<file path="src/rtl/dcache_pkg.sv">
// Shared types and default geometry for the direct-mapped L1 data cache.
package dcache_pkg;

  localparam int OFFSET_W   = 5;
  localparam int WORD_SEL_W = 3;
  localparam int WORD_W     = 32;

  localparam int DEF_NUM_LINES = 16;
  localparam int DEF_LINE_W    = 256;
  localparam int DEF_ADDR_W    = 32;
  localparam int INDEX_W       = $clog2(DEF_NUM_LINES);
  localparam int TAG_W         = DEF_ADDR_W - INDEX_W - OFFSET_W;

  typedef logic [WORD_W-1:0]     word_t;
  typedef logic [DEF_LINE_W-1:0] line_t;

  typedef enum logic [2:0] {
    IDLE    = 3'd0,
    WB_REQ  = 3'd1,
    WB_WAIT = 3'd2,
    RD_REQ  = 3'd3,
    RD_WAIT = 3'd4
  } state_t;

endpackage

</file>
<file path="src/rtl/dcache_sram.sv">
// Tag/valid/dirty/data storage for the data cache: asynchronous read, synchronous write.
// Valid and dirty bits clear asynchronously on reset; tags and data are left as they are.
module dcache_sram #(
  parameter int NUM_LINES = 16,
  parameter int INDEX_W   = 4,
  parameter int TAG_W     = 23,
  parameter int LINE_W    = 256
) (
  input  logic               clk_i,
  input  logic               rst_i,
  input  logic [INDEX_W-1:0] rd_idx,
  output logic [TAG_W-1:0]   rd_tag,
  output logic               rd_valid,
  output logic               rd_dirty,
  output logic [LINE_W-1:0]  rd_line,
  input  logic               wr_en,
  input  logic [INDEX_W-1:0] wr_idx,
  input  logic [TAG_W-1:0]   wr_tag,
  input  logic [LINE_W-1:0]  wr_line,
  input  logic               wr_dirty
);

  logic [TAG_W-1:0]     tag_mem  [NUM_LINES];
  logic [LINE_W-1:0]    data_mem [NUM_LINES];
  logic [NUM_LINES-1:0] valid;
  logic [NUM_LINES-1:0] dirty;

  assign rd_tag   = tag_mem[rd_idx];
  assign rd_line  = data_mem[rd_idx];
  assign rd_valid = valid[rd_idx];
  assign rd_dirty = dirty[rd_idx];

  always_ff @(posedge clk_i) begin
    if (wr_en) begin
      tag_mem[wr_idx]  <= wr_tag;
      data_mem[wr_idx] <= wr_line;
    end
  end

  // Every write installs or updates a line, so it always leaves the line valid.
  always_ff @(posedge clk_i or posedge rst_i) begin
    if (rst_i) begin
      valid <= '0;
      dirty <= '0;
    end else if (wr_en) begin
      valid[wr_idx] <= 1'b1;
      dirty[wr_idx] <= wr_dirty;
    end
  end

endmodule

</file>
<file path="src/rtl/dcache_controller.sv">
// Direct-mapped, write-back, write-allocate L1 data cache controller.
// Stalls the pipeline while a miss runs an optional victim writeback followed by a line refill.
module dcache_controller #(
  parameter int NUM_LINES = 16,
  parameter int LINE_W    = 256,
  parameter int ADDR_W    = 32
) (
  input  logic              clk_i,
  input  logic              rst_i,
  input  logic              cpu_MemRead_i,
  input  logic              cpu_MemWrite_i,
  input  logic [ADDR_W-1:0] cpu_addr_i,
  input  logic [31:0]       cpu_data_i,
  output logic [31:0]       cpu_data_o,
  output logic              cpu_stall_o,
  output logic              mem_enable_o,
  output logic              mem_write_o,
  output logic [ADDR_W-1:0] mem_addr_o,
  output logic [LINE_W-1:0] mem_data_o,
  input  logic [LINE_W-1:0] mem_data_i,
  input  logic              mem_ack_i
);

  import dcache_pkg::*;

  localparam int LINE_IDX_W = $clog2(NUM_LINES);
  localparam int LINE_TAG_W = ADDR_W - LINE_IDX_W - OFFSET_W;
  localparam int LANE_W     = $clog2(LINE_W);

  state_t                  state;
  logic [LINE_IDX_W-1:0]   idx;
  logic [LINE_TAG_W-1:0]   tag;
  logic [WORD_SEL_W-1:0]   word_sel;
  logic [LANE_W-1:0]       lane;
  logic [LINE_IDX_W-1:0]   miss_idx;
  logic [LINE_TAG_W-1:0]   miss_tag;

  logic                    req;
  logic                    rd_req;
  logic                    hit;
  logic                    idle_hit;

  logic [LINE_TAG_W-1:0]   line_tag;
  logic                    line_valid;
  logic                    line_dirty;
  logic [LINE_W-1:0]       line_data;
  logic [LINE_W-1:0]       merged;

  logic                    wr_en;
  logic [LINE_IDX_W-1:0]   wr_idx;
  logic [LINE_TAG_W-1:0]   wr_tag;
  logic [LINE_W-1:0]       wr_line;
  logic                    wr_dirty;

  logic                    addr_lsb_unused;

  assign idx      = cpu_addr_i[OFFSET_W +: LINE_IDX_W];
  assign tag      = cpu_addr_i[ADDR_W-1 -: LINE_TAG_W];
  assign word_sel = cpu_addr_i[2 +: WORD_SEL_W];
  assign lane     = LANE_W'({word_sel, 5'b00000});
  assign addr_lsb_unused = ^cpu_addr_i[1:0];

  dcache_sram #(
    .NUM_LINES (NUM_LINES),
    .INDEX_W   (LINE_IDX_W),
    .TAG_W     (LINE_TAG_W),
    .LINE_W    (LINE_W)
  ) u_sram (
    .clk_i    (clk_i),
    .rst_i    (rst_i),
    .rd_idx   (idx),
    .rd_tag   (line_tag),
    .rd_valid (line_valid),
    .rd_dirty (line_dirty),
    .rd_line  (line_data),
    .wr_en    (wr_en),
    .wr_idx   (wr_idx),
    .wr_tag   (wr_tag),
    .wr_line  (wr_line),
    .wr_dirty (wr_dirty)
  );

  // A store wins over a load when both strobes are raised together.
  assign req      = cpu_MemRead_i | cpu_MemWrite_i;
  assign rd_req   = cpu_MemRead_i & ~cpu_MemWrite_i;
  assign hit      = line_valid && (line_tag == tag);
  assign idle_hit = (state == IDLE) && hit;

  assign cpu_stall_o = !rst_i && req && !idle_hit;
  assign cpu_data_o  = (!rst_i && rd_req && idle_hit) ? line_data[lane +: WORD_W] : '0;

  always_comb begin
    merged = line_data;
    merged[lane +: WORD_W] = cpu_data_i;
  end

  // The refill uses the tag/index captured at miss time, so a dropped request still installs its line.
  always_comb begin
    wr_en    = 1'b0;
    wr_idx   = idx;
    wr_tag   = tag;
    wr_line  = merged;
    wr_dirty = 1'b1;
    if (state == RD_WAIT && mem_ack_i) begin
      wr_en    = 1'b1;
      wr_idx   = miss_idx;
      wr_tag   = miss_tag;
      wr_line  = mem_data_i;
      wr_dirty = 1'b0;
    end else if (state == IDLE && cpu_MemWrite_i && hit) begin
      wr_en = 1'b1;
    end
  end

  // Memory port outputs are registered on entry to each *_REQ state so they are valid for exactly that cycle.
  always_ff @(posedge clk_i or posedge rst_i) begin
    if (rst_i) begin
      state        <= IDLE;
      mem_enable_o <= 1'b0;
      mem_write_o  <= 1'b0;
      mem_addr_o   <= '0;
      mem_data_o   <= '0;
      miss_idx     <= '0;
      miss_tag     <= '0;
    end else begin
      mem_enable_o <= 1'b0;
      case (state)
        IDLE: begin
          if (req && !hit) begin
            miss_idx     <= idx;
            miss_tag     <= tag;
            mem_enable_o <= 1'b1;
            if (line_valid && line_dirty) begin
              state       <= WB_REQ;
              mem_write_o <= 1'b1;
              mem_addr_o  <= {line_tag, idx, {OFFSET_W{1'b0}}};
              mem_data_o  <= line_data;
            end else begin
              state       <= RD_REQ;
              mem_write_o <= 1'b0;
              mem_addr_o  <= {tag, idx, {OFFSET_W{1'b0}}};
            end
          end
        end
        WB_REQ: state <= WB_WAIT;
        WB_WAIT: begin
          if (mem_ack_i) begin
            state        <= RD_REQ;
            mem_enable_o <= 1'b1;
            mem_write_o  <= 1'b0;
            mem_addr_o   <= {miss_tag, miss_idx, {OFFSET_W{1'b0}}};
          end
        end
        RD_REQ: state <= RD_WAIT;
        RD_WAIT: begin
          if (mem_ack_i) state <= IDLE;
        end
        default: state <= IDLE;
      endcase
    end
  end

endmodule

</file>
<file path="config.mk">
export PLATFORM = sky130hd
export DESIGN_NAME = dcache_controller
export DESIGN_NICKNAME = d
export VERILOG_FILES = /design/src/rtl/dcache_pkg.sv /design/src/rtl/dcache_sram.sv /design/src/rtl/dcache_controller.sv
export SDC_FILE = /design/constraint.sdc
export NUM_CORES = 2
export LEC_CHECK = 0
export ABC_AREA = 0
export CAP_MARGIN = 10
export CORE_MARGIN = 1.5
export CORE_UTILIZATION = 36
export CTS_CLUSTER_SIZE = 28
export DETAILED_ROUTE_END_ITERATION = 8
export PLACE_DENSITY = 0.56
export SETUP_SLACK_MARGIN = 0.15
export SLEW_MARGIN = 10
export SYNTH_ARGS = -nofsm -noshare
export SYNTH_HDL_FRONTEND = slang
export SYNTH_MEMORY_MAX_BITS = 65536
export SYNTH_SLANG_ARGS = --single-unit
</file>
<file path="constraint.sdc">
create_clock -name clk_i -period 30.9 [get_ports clk_i]
set_clock_uncertainty 0.2 [all_clocks]
set_input_delay 6.18 -clock clk_i [delete_from_list [all_inputs] [get_ports clk_i]]
set_output_delay 6.18 -clock clk_i [all_outputs]
set_load 0.05 [all_outputs]
</file>
==> impl_metrics.toml <==
[worst_hold_path]
min_path_type = "register to register"
hp-start = "u_sram.dirty[9]$_DFFE_PP0P_"
hold_path_end = "u_sram.dirty[9]$_DFFE_PP0P_"
holdPathStages = 2

[synth]
yosysTopAreaCell = "edfxtp_1"
synthFlopType = "edfxtp_1"
synth-edff-count = 4464
netlist_area_um2 = 191000
synthTopCellsByCount = "edfxtp_1, mux4_2, nor2_1"
synth_top_family_by_area = "multiplexers"
synth_seq_cells = 4811
synth_top_cell_area_share = 0.702
synth_area_per_cell_um2 = 21.7
synth-simple-area-share = 0.0224
synth_compound_area_frac = 0.0191
synthTopCellsByArea = "edfxtp_1, mux4_2, dfrtp_1"
async_reset_ff_frac = 0.0721
syn_inst = 8790
synthAdderAreaFrac = 0.000327
yosys_warnings = 0
seq_area_frac_synth = 0.747
synth_mux_area_frac = 0.195
synth_cell_types = 71
synth_most_common_cell = "edfxtp_1"
synthXorXnorAreaFrac = 0.00105

[worst_setup_path]
cp_max_fo = 125
r2r_end = "u_sram.data_mem[10][174]$_DFFE_PP_"
reg2regPathDepth = 15
cpMaxStageDelayCell = "clkdlybuf4s50_1"
crit_top_cell = "buf_4"
crit_path_max_incr_delay_ps = 1000
crit_arrival_ps = 14310
end_kind = "output pin"
path_cells = "buf_8 > buf_4 > buf_4 > buf_4 > buf_12 > buf_4 > mux4_2 > mux4_2 > mux4_2 > nand2_1 > a21oi_1 > clkdlybuf4s50_1"
regToRegSetupSlack_ps = 22830
startpoint_type = "input pin"
regToRegStartpoint = "u_sram.tag_mem[11][2]$_DFFE_PP_"
setup.worst_path.class = "input pin to output pin"
crit_required_ps = 24520

[clock_network]
ctsHoldBuffers = 0
tritoncts = "built"
post_cts_resized = 0
cts-root-buf = "clkbuf_16"
clkLatencyLatePin_ps = 1050
cts_buffers = 485
path_clk_slew_ps = 60
ctsLongestPathBuffers = 4
postCtsSetupBuffers = 0
cts.sinks = 4811
cts.htree.levels = 5

[global_routing]
grt_pass1_vias = 100023
antenna_found_initial = 86
grt-ovfl-total = 0
grt_max_degree = 132
grt_first_pass_wirelength_mm = 853
globalRouteTotalUtil = 0.229

[die]
dieArea_um2 = 535000
start_util = 0.362
rows = 267
die_w_um = 732
io_pins = 648
die_h_um = 732
core-area_um2 = 528000

[timing]
finalCriticalPeriod_ps = 20690
rsz0062_at_grt = "no"
slew_headroom = 0.0721
setup-tns-final_ps = 0
hold_viol_final = 0
worst_pin_slew_ps = 1390
slew_violations = 0
setup_violations = 0
clock.fmax_ghz = 0.0483
hold_ws_ps = 278
worst_slack_ps = 10210
fin_crit_sh = 0.670

[job]
maxCapViolCount = 0

[placed_design]
place_ws_ps = 10110
place_congestion = 0.844
io_buffers = 640
hpwlAfterDp_mm = 372
dp.cells = 16211

[routing]
detail-route-antenna-nets = 0
totalWireLength_mm = 630
dr.pass1.iters = 6
drt_iter0_markers = 13509
vias = 99637
viasPerCell = 5.81
drc = 0
wire_per_inst_um = 36.7

[run_status]
outcome = "finished clean"

[power]
p_leak_nw = 71.7
power_density_nw_per_um2 = 67.4
peakVddDrop_mv = 0.0558

[final_layout]
nets = 10038
instances_no_fill = 17157
area_growth_pct = 16.3
drive_above_1_share = 0.280
## critical path, delay by kind of cell
family,cells,cell delay [ps]
AND/OR/NAND/NOR,1,90
buffers and inverters,7,5340
AO/OA/AOI/OAI,1,980
multiplexers,3,1170
## stage by stage
stage	utilization	total power [mW]	area (um^2)
global route	0.420	15.4	222000
detailed placement	0.391	9.36	207000
finish	0.421	15.0	222000
floorplan	-	8.65	191000
CTS	0.420	15.1	222000
global placement	0.391	9.30	207000
## layer usage
metal  vias up  global-route usage  wire (um)
met5         -                   0        155
met4        22               0.108      34300
met3       962              0.0479      57000
met2      5198               0.354     289000
met1     54741               0.313     250000
li1      38714                   -          -
## how the worst max path moves through the flow
| stage | startpoint | endpoint | slack [ps] | cells after the start |
|---|---|---|---|---|
| floorplan | cpu_addr_i[6] | u_sram.data_mem[13][0]$_DFFE_PP_ | 740 | 14 |
| global placement | cpu_addr_i[5] | cpu_data_o[15] | 10150 | 12 |
| detailed placement | cpu_addr_i[5] | cpu_data_o[15] | 10110 | 12 |
| CTS | cpu_addr_i[5] | cpu_data_o[15] | 10090 | 12 |
| global route | cpu_addr_i[5] | cpu_data_o[15] | 9670 | 12 |
| finish | cpu_addr_i[6] | cpu_data_o[8] | 10210 | 12 |
## area by class of cell
class                   instances  area, um^2
repair buffers                966        9160
clock inverters               276        2680
inverters                      13        65.1
diodes                         47         118
clock buffers                 619       12700
fillers                     45640      306000
well taps                    6994        8750
flip-flops and latches       4811      143000
multi-input cells            3431       46100
## sequential cells by signal (all words and copies together), names as in the netlist
register         flops
u_sram.dirty        16
miss_tag            23
mem_addr_o          27
state                3
u_sram.data_mem   4096
mem_write_o          1
u_sram.tag_mem     368
mem_enable_o         1
u_sram.valid        16
mem_data_o         256
miss_idx             4
## cells by family (layout without fill, tap and decap cells)
group / Yosys count / after routing
buf+inv: 552 / 1874
flops: 4811 / 4811
simple gates: 1014 / 1014
xor+xnor: 23 / 23
fa+ha+maj: 5 / 5
mux: 1868 / 1868
compound gates: 516 / 516
other cells: 1 / 52
## cells in the final DEF (no fill, tap or decap), types with 53 or more instances in the layout
cell	n
mux2_4	230
o21ai_0	104
clkbuf_1	124
clkinv_2	81
mux2i_1	146
dfrtp_1	347
buf_4	306
nor2_1	418
a221oi_1	202
clkinv_1	101
mux4_2	1385
nand2_1	394
a21oi_1	53
mux2_2	107
clkbuf_16	485
edfxtp_1	4464
clkdlybuf4s50_1	633
## where the power goes
| group | switching, mW | internal [mW] | leakage (nW) |
|---|---|---|---|
| logic | 1.13 | 0.517 | 19.3 |
| registers | 0.0693 | 7.51 | 44.9 |
| clock network | 2.55 | 3.21 | 7.47 |
| total | 3.75 | 11.2 | 71.7 |
(Power assumes the default switching activity.)
